`config.mk`:
```
export PLATFORM = sky130hd
export DESIGN_NAME = stdp_array
export DESIGN_NICKNAME = d
export VERILOG_FILES = /design/src/rtl/stdp_pkg.sv /design/src/rtl/stdp_timer.sv /design/src/rtl/stdp_array.sv
export SDC_FILE = /design/constraint.sdc
export NUM_CORES = 1
export LEC_CHECK = 0
export BUFFER_PORTS_ARGS = -buffer_cell sky130_fd_sc_hd__buf_2
export CORE_MARGIN = 8
export CORE_UTILIZATION = 37
export CTS_CLUSTER_SIZE = 8
export DETAILED_ROUTE_END_ITERATION = 10
export GPL_ROUTABILITY_DRIVEN = 0
export SLEW_MARGIN = 20
export SYNTH_ARGS = -nofsm -noshare
export SYNTH_HDL_FRONTEND = slang
export SYNTH_SLANG_ARGS = --single-unit
```
`constraint.sdc`:
```
create_clock -name clk -period 3.1 [get_ports clk]
set_clock_uncertainty 0.05 [all_clocks]
set_input_delay 0.62 -clock clk [delete_from_list [all_inputs] [get_ports clk]]
set_output_delay 0.62 -clock clk [all_outputs]
set_load 0.05 [all_outputs]
```
`src/rtl/stdp_pkg.sv`:
```
// stdp_pkg: shared constants and arithmetic helpers for the STDP learning array.
// Holds the update-direction encoding plus the decay and saturating add/sub functions.
package stdp_pkg;

    localparam logic DIR_LTP = 1'b1;
    localparam logic DIR_LTD = 1'b0;

    // Step magnitude halves every 2^tau_shift cycles of dt; large shifts collapse to zero.
    function automatic int unsigned decay_step(input int unsigned amp,
                                               input int unsigned dt,
                                               input int unsigned tau_shift);
        int unsigned k;
        k = dt >> tau_shift;
        return (k >= 32) ? 32'd0 : (amp >> k);
    endfunction

    // Add with upper clamp; computed wide enough that the sum never wraps.
    function automatic int unsigned sat_add(input int unsigned w,
                                            input int unsigned dw,
                                            input int unsigned w_max);
        longint signed sum;
        sum = longint'(w) + longint'(dw);
        return (sum > longint'(w_max)) ? w_max : 32'(sum);
    endfunction

    // Subtract with lower clamp; signed so an underflow shows up as a negative value.
    function automatic int unsigned sat_sub(input int unsigned w,
                                            input int unsigned dw,
                                            input int unsigned w_min);
        longint signed diff;
        diff = longint'(w) - longint'(dw);
        return (diff < longint'(w_min)) ? w_min : 32'(diff);
    endfunction

endpackage

```
`src/rtl/stdp_timer.sv`:
```
// stdp_timer: saturating cycles-since-last-spike counter.
// A spike reloads 0; otherwise the count climbs and sticks at all-ones.
module stdp_timer #(
    parameter int unsigned T_WIDTH = 8
) (
    input  logic               clk,
    input  logic               rst_n,
    input  logic               spike,
    output logic [T_WIDTH-1:0] count
);

    // Reset to all-ones so a fresh timer never looks like a recent spike.
    always_ff @(posedge clk) begin
        if (!rst_n) begin
            count <= '1;
        end else if (spike) begin
            count <= '0;
        end else if (count != '1) begin
            count <= count + T_WIDTH'(1);
        end
    end

endmodule

```
`src/rtl/stdp_array.sv`:
```
// stdp_array: pair-based STDP weights for N_PRE synapses onto one neuron.
// Define STDP_LTD_EN to build the post timer and the depression (LTD) rule;
// without it the weights can only be potentiated and upd_dir reads 1.
module stdp_array
    import stdp_pkg::*;
#(
    parameter int unsigned N_PRE     = 4,
    parameter int unsigned W_WIDTH   = 8,
    parameter int unsigned T_WIDTH   = 8,
    parameter int unsigned T_WIN     = 16,
    parameter int unsigned TAU_SHIFT = 2,
    parameter int unsigned A_PLUS    = 16,
    parameter int unsigned A_MINUS   = 8,
    parameter int unsigned W_INIT    = 64,
    parameter int unsigned W_MIN     = 0,
    parameter int unsigned W_MAX     = 255
) (
    input  logic                       clk,
    input  logic                       rst_n,
    input  logic                       en,
    input  logic [N_PRE-1:0]           pre_spike,
    input  logic                       post_spike,
    output logic [N_PRE*W_WIDTH-1:0]   weight,
    output logic [N_PRE-1:0]           upd_valid,
    output logic [N_PRE-1:0]           upd_dir
);

    logic [T_WIDTH-1:0] pre_t [N_PRE];

    for (genvar i = 0; i < N_PRE; i++) begin : g_pre_timer
        stdp_timer #(.T_WIDTH(T_WIDTH)) u_timer (
            .clk   (clk),
            .rst_n (rst_n),
            .spike (pre_spike[i]),
            .count (pre_t[i])
        );
    end

`ifdef STDP_LTD_EN
    logic [T_WIDTH-1:0] post_t;

    stdp_timer #(.T_WIDTH(T_WIDTH)) u_post_timer (
        .clk   (clk),
        .rst_n (rst_n),
        .spike (post_spike),
        .count (post_t)
    );
`else
    localparam int unsigned unused_ltd_cfg = A_MINUS + W_MIN;
    assign upd_dir = '1;
`endif

    for (genvar i = 0; i < N_PRE; i++) begin : g_ch
        logic [W_WIDTH-1:0] w_q;
        logic [W_WIDTH-1:0] w_next;
        logic               fire;
        logic               ltp;
        logic               valid_q;
        int unsigned        dw_p;
`ifdef STDP_LTD_EN
        int unsigned        dw_m;
        logic               dir_q;
`endif

        // Rule selection: pre-then-post potentiates, post-then-pre depresses; coincidence does neither.
        always_comb begin
            fire   = 1'b0;
            ltp    = 1'b0;
            w_next = w_q;
            dw_p   = decay_step(A_PLUS, 32'(pre_t[i]), TAU_SHIFT);
`ifdef STDP_LTD_EN
            dw_m   = decay_step(A_MINUS, 32'(post_t), TAU_SHIFT);
`endif
            if (en && post_spike && !pre_spike[i] && (32'(pre_t[i]) < T_WIN) && (dw_p != 0)) begin
                fire   = 1'b1;
                ltp    = 1'b1;
                w_next = W_WIDTH'(sat_add(32'(w_q), dw_p, W_MAX));
            end
`ifdef STDP_LTD_EN
            else if (en && pre_spike[i] && !post_spike && (32'(post_t) < T_WIN) && (dw_m != 0)) begin
                fire   = 1'b1;
                w_next = W_WIDTH'(sat_sub(32'(w_q), dw_m, W_MIN));
            end
`endif
        end

        // Weight register and one-cycle update pulse, landing on the edge that sees the spike.
        always_ff @(posedge clk) begin
            if (!rst_n) begin
                w_q     <= W_WIDTH'(W_INIT);
                valid_q <= 1'b0;
`ifdef STDP_LTD_EN
                dir_q   <= DIR_LTD;
`endif
            end else begin
                if (fire) begin
                    w_q <= w_next;
                end
                valid_q <= fire;
`ifdef STDP_LTD_EN
                dir_q   <= ltp ? DIR_LTP : DIR_LTD;
`endif
            end
        end

        assign weight[i*W_WIDTH +: W_WIDTH] = w_q;
        assign upd_valid[i]                 = valid_q;
`ifdef STDP_LTD_EN
        assign upd_dir[i]                   = dir_q;
`endif
    end

endmodule
```
# Word level (Yosys, flattened, before mapping)

Cells that the tools add are included.

Add/sub/neg operators: 8
$lt $le $gt $ge: 12
Shift operators: 4
Equality and inequality tests: 4
Reduce and logical (&&, ||, !) cells: 29
Multiplexer cells: 20

Operators by type and width:

| operator                                                       | number |
|---|---|
| adder 8 x 32 -> 33 bit                                         | 4 |
| greater-than comparator 33 x 8 -> 1 bit, second input constant | 4 |
| two-way mux 32 bit                                             | 4 |
| nonzero test 32 bit                                            | 4 |
| >> shifter 5 x 6 -> 32 bit, first input constant               | 4 |
| two-way mux 8 bit                                              | 12 |
| adder 8 x 1 -> 8 bit, second input constant                    | 4 |
| less-than comparator 8 x 5 -> 1 bit, second input constant     | 4 |
| inequality test 8 bit, second input constant                   | 4 |
| greater-or-equal comparator 6 bit, second input constant       | 4 |
| logical AND 1 bit                                              | 13 |
| AND reduction 2 bit                                            | 4 |
| nonzero test 2 bit                                             | 4 |
| logical NOT 1 bit                                              | 4 |
| two-way mux 1 bit                                              | 4 |

Bits in registers: 68
Input port bits: 8
Output and inout bits: 40
Word-level logic and storage cells: 89

# Longest topological paths before layout

Depth in word-level cells: 6
Depth in mapped cells: 10
Depth with buffers taken out: 9

# By module

From an unflattened synthesis, not the netlist that was laid out.

Cell total of the unflattened synthesis: 445
Area total of the unflattened synthesis: 4071.4 µm²

By module, submodules not included:

| module     | instances | area an instance (µm²) | cells an instance | sequential area each (µm²) |
|---|---|---|---|---|
| stdp_array | 1         | 2539.9                 | 281               | 720.7 |
| stdp_timer | 4         | 382.9                  | 41                | 160.2 |

# Worst setup path before layout

No wires, ideal clock.

Path kind: register to register
Start: reg g_pre_timer[2].u_timer.count[4]
End: reg g_ch[2].w_q[5]
Period minus slack after synthesis: 2.662 ns
Path buffers: 2
Cell stages (with the launch flop): 10
Required time: 2.928 ns
Setup time: 0.122 ns
Data arrival time: 2.490 ns
Path slack: 0.438 ns
Path through: dfxtp_1 buf_6 or4_4 buf_6 nor3b_1 ha_1 a211oi_1 o21bai_1 a21o_4 o311a_1

Cells in the longest elaborated chain, start to end: 6
Elaborated cells on any way between the ends: 12
Classes of those cells: add/sub: 1; order compare: 3; shift: 1; mux: 3; reduce/logical: 4

RTL lines:

| what                                                           | RTL line         | RTL |
|---|---|---|
| start, declared                                                | stdp_timer.sv:9  | `output logic [T_WIDTH-1:0] count` |
| start signal, assigned                                         | stdp_timer.sv:19 | `count <= count + T_WIDTH'(1);` |
| branches (longest 6 deep; another with adder 8 x 32 -> 33 bit) | -                |  |
| end signal, assigned                                           | stdp_array.sv:90 | `w_q <= W_WIDTH'(W_INIT);` |
| end signal, assigned                                           | stdp_array.sv:97 | `w_q <= w_next;` |
| end, declared                                                  | stdp_array.sv:54 | `logic [W_WIDTH-1:0] w_q;` |

Several ways; the timed one is not identified.
A chain may end at the register's enable or synchronous reset.

# Worst setup path in the final report

Start: reg g_pre_timer[0].u_timer.count[6]
End: reg g_ch[0].w_q[2]

Cells in the longest elaborated chain, start to end: 6
Elaborated cells on any way between the ends: 12
Classes of those cells: add/sub: 1; order compare: 3; shift: 1; mux: 3; reduce/logical: 4

RTL lines:

| what                                                           | RTL line |
|---|---|
| start, declared                                                | stdp_timer.sv:9 |
| start signal, assigned                                         | stdp_timer.sv:19 |
| branches (longest 6 deep; another with adder 8 x 32 -> 33 bit) | - |
| end signal, assigned                                           | stdp_array.sv:90 |
| end signal, assigned                                           | stdp_array.sv:97 |
| end, declared                                                  | stdp_array.sv:54 |

Several ways; the timed one is not identified.

==> qor.yml <==
outcome:
  status: "finished, final reports clean"
sta:
  maxClockFrequency_ghz: 0.3538
  final-max-slew-violation-count: 0
  setup_slack_ns: 0.2734
  hold-worst-slack_ns: 0.4588
  setup-tns-final_ns: 0
  relSlewSlack_pct: 52.33
  setup_viol: 0
  tightest_slew_ns: 0.7097
  rsz0062_at_grt: "no"
  fin_crit_sh_pct: 91.18
  hold_violations: 0
  layout_min_cycle_time_ns: 2.827
power:
  peakVddDrop_mv: 0.2879
  leakagePower_nw: 1.941
  powerDensity_nw_per_um2: 442.0
hold_path:
  holdCritStartpoint: "g_pre_timer[2].u_timer.count[1]"
  hold_depth: 2
  hold_class: "reg2reg"
  hold-path-endpoint: "g_pre_timer[2].u_timer.count[1]"
worst_setup_path:
  crit_path_start_kind: "register"
  reg2reg_from: "g_pre_timer[0].u_timer.count[6]"
  timing.rr.end: "g_ch[0].w_q[2]"
  max_stage_delay_ns: 0.55
  end_kind: "register"
  cp.required_ns: 3.34
  r2r_cells: 8
  cp_data_arrival_time_ns: 3.07
  path_cells: "or4_1, nor3b_1, ha_1, fa_1, a211oi_1, o21ba_2, o21ai_0, o221a_2"
  cpMaxStageDelayCell: "or4_1"
  setup.worst_path.class: "reg2reg"
  reg2reg_slack_ns: 0.27
  path_max_fanout: 7
route:
  dr.pass1.iters: 4
  postRouteWirelength_mm: 9.257
  drtIter0Drc: 181
  via_per_inst: 5.694
  via_count: 3570
  routedWlPerCell_um: 14.76
  drtAntennaViolNets: 0
  drcViolationCount: 0
place:
  numPortBuffers: 43
  dpl_cell_area_um2: 4268
  dp_hpwl_mm: 6.587
  dp_slack_ns: 0.2654
logic_synthesis:
  synth_top_family_by_area: "compound AO/OA/AOI/OAI gates"
  synth_commonest_cells: "68 x dfxtp_1, 47 x o21ai_0, 28 x nor2_1"
  netlist_area_um2: 4018
  synth_fa_ha_area_share_pct: 9.467
  synth_most_common_cell: "dfxtp_1"
  ys_seq_area_share_pct: 33.88
  yosys.area.top_type: "dfxtp_1"
  synth_cell_type_count: 64
  ys_warn_count: 0
  muxShareOfSynthArea_pct: 1.495
  synth_compound_area_share_pct: 25.66
  synth_cells: 453
  synthFlopType: "dfxtp_1"
  syn_avg_cell_area_um2: 8.869
  synth_edf_count: 0
  synth_xor_area_share_pct: 3.488
  netlist_top_cells_area: "dfxtp_1 34%, ha_1 7.5%, o21ai_0 5.9%"
  synthSimpleGateAreaFrac_pct: 20.55
  yosysTopAreaCellShare_pct: 33.88
  async_reset_ff_share_pct: 0
  ys_seq_elements: 68
cts:
  htree_levels: 3
  root_buffer: "clkbuf_8"
  insertion_delay_ns: 0.35
  clkTransAtPathRegs_ns: 0.08
  cts.sinks: 68
  numCtsBuffers: 9
  cts_tree: "done"
  post_cts_buffers: 0
  clockBufferDepth: 2
global_routing:
  first_global_vias: 3510
  antenna_found_initial: 0
  overflow: 0
  grt_use_total_pct: 12.97
  top_usage_layer: "met2"
  met2_usage_pct: 21.62
  grt_use_met1_pct: 15.28
  grt_max_degree: 54
  grt.met3_usage_pct: 4.009
  grt_first_pass_wirelength_mm: 15.78
floorplan:
  num_rows: 38
  die_y_um: 120.2
  pin_count: 48
  core_um2: 10700
  die_x_um: 120.2
  die_area_um2: 14450
  initial_utilization_pct: 37.56
layout:
  fin_nets: 518
  fin_area_um2: 4498
  syn_to_final_growth_pct: 11.96
  diodes: 0
  drive_above_1_share_pct: 19.92
  utilization_pct: 42.05
run:
  cap_violations: 0
-- final cells by class --
cell class	instances	area [um^2]
fill	1085	6200
inverter	11	41.29
clock buffer	10	137.6
tap	140	175.2
multi-input combinational	346	2457
sequential	68	1361
clock inverter	6	87.58
timing repair buffer	46	237.7
-- flip-flops by register name, summed over array words and instances (netlist names) --
| signal | count |
|---|---|
| g_ch.w_q | 32 |
| g_pre_timer.u_timer.count | 32 |
| g_ch.valid_q | 4 |
-- through the flow --
step	power (W)	instances
after global routing	0.002082	627
final	0.001988	627
after CTS	0.002011	627
after global placement	0.001167	611
after detailed placement	0.001173	611
after floorplan	0.001137	456
-- critical path: cells and delay by family, from the launching register on --
family	cells	cell delay, ns
compound gates	4	1.05
fa+ha+maj	2	0.50
flops	1	0.36
simple gates	2	0.80
-- where the power goes --
part | internal, W | switching [W] | leakage [nW]
Sequential | 0.000913 | 0.0000641 | 0.559
Combinational | 0.0000698 | 0.000108 | 1.28
Clock | 0.000473 | 0.000360 | 0.105
Total | 0.00146 | 0.000532 | 1.94
-- cells by family (layout without fill, tap and decap cells) --
logic type,Yosys count,count (layout)
muxes,6,6
and+or+nand+nor,145,145
adders and majority gates,28,28
DFF,68,68
AOI/OAI and AO/OA,147,147
buffers and inverters,42,73
other,1,4
xor gates and xnor gates,16,16
-- cell usage in the layout, fill, tap and decap left out, drive strengths merged, types with 9 or more instances in the layout --
cell type / count
nor3b: 9
dfxtp: 68
o21ai: 47
nor2: 29
nand3: 13
nand2: 23
inv: 10
o221a: 17
buf: 46
a21oi: 18
ha: 24
a31oi: 11
clkbuf: 10
xor2: 10
nor3: 16
nand4: 9
-- timing repair --
| item | in CTS | in global routing |
|---|---|---|
| hold buffers | 0 | 0 |
| gates resized for setup | 0 | 1 |
| endpoints found under the setup margin | 0 | 4 |
-- worst max-delay path by stage --
stage / slack [ns] / depth (start not counted) / from / endpoint
floorplan: 0.44 / 9 / g_pre_timer[2].u_timer.count[4] / g_ch[2].w_q[5]
global placement: 0.41 / 7 / g_pre_timer[3].u_timer.count[4] / g_ch[3].w_q[0]
detailed placement: 0.27 / 7 / g_pre_timer[3].u_timer.count[4] / g_ch[3].w_q[2]
CTS: 0.25 / 7 / g_pre_timer[3].u_timer.count[4] / g_ch[3].w_q[2]
global route: 0.07 / 8 / g_pre_timer[0].u_timer.count[6] / g_ch[0].w_q[2]
finish: 0.27 / 8 / g_pre_timer[0].u_timer.count[6] / g_ch[0].w_q[2]
-- metal layers --
metal | vias up | wire length (um) | share of wire [%]
met5 | - | 0 | 0
met4 | 0 | 124 | 1.3
met3 | 11 | 439 | 4.7
met2 | 86 | 4274 | 46
met1 | 1691 | 4418 | 48
li1 | 1782 | - | -
Note: power is estimated with default switching activity, not from simulation.
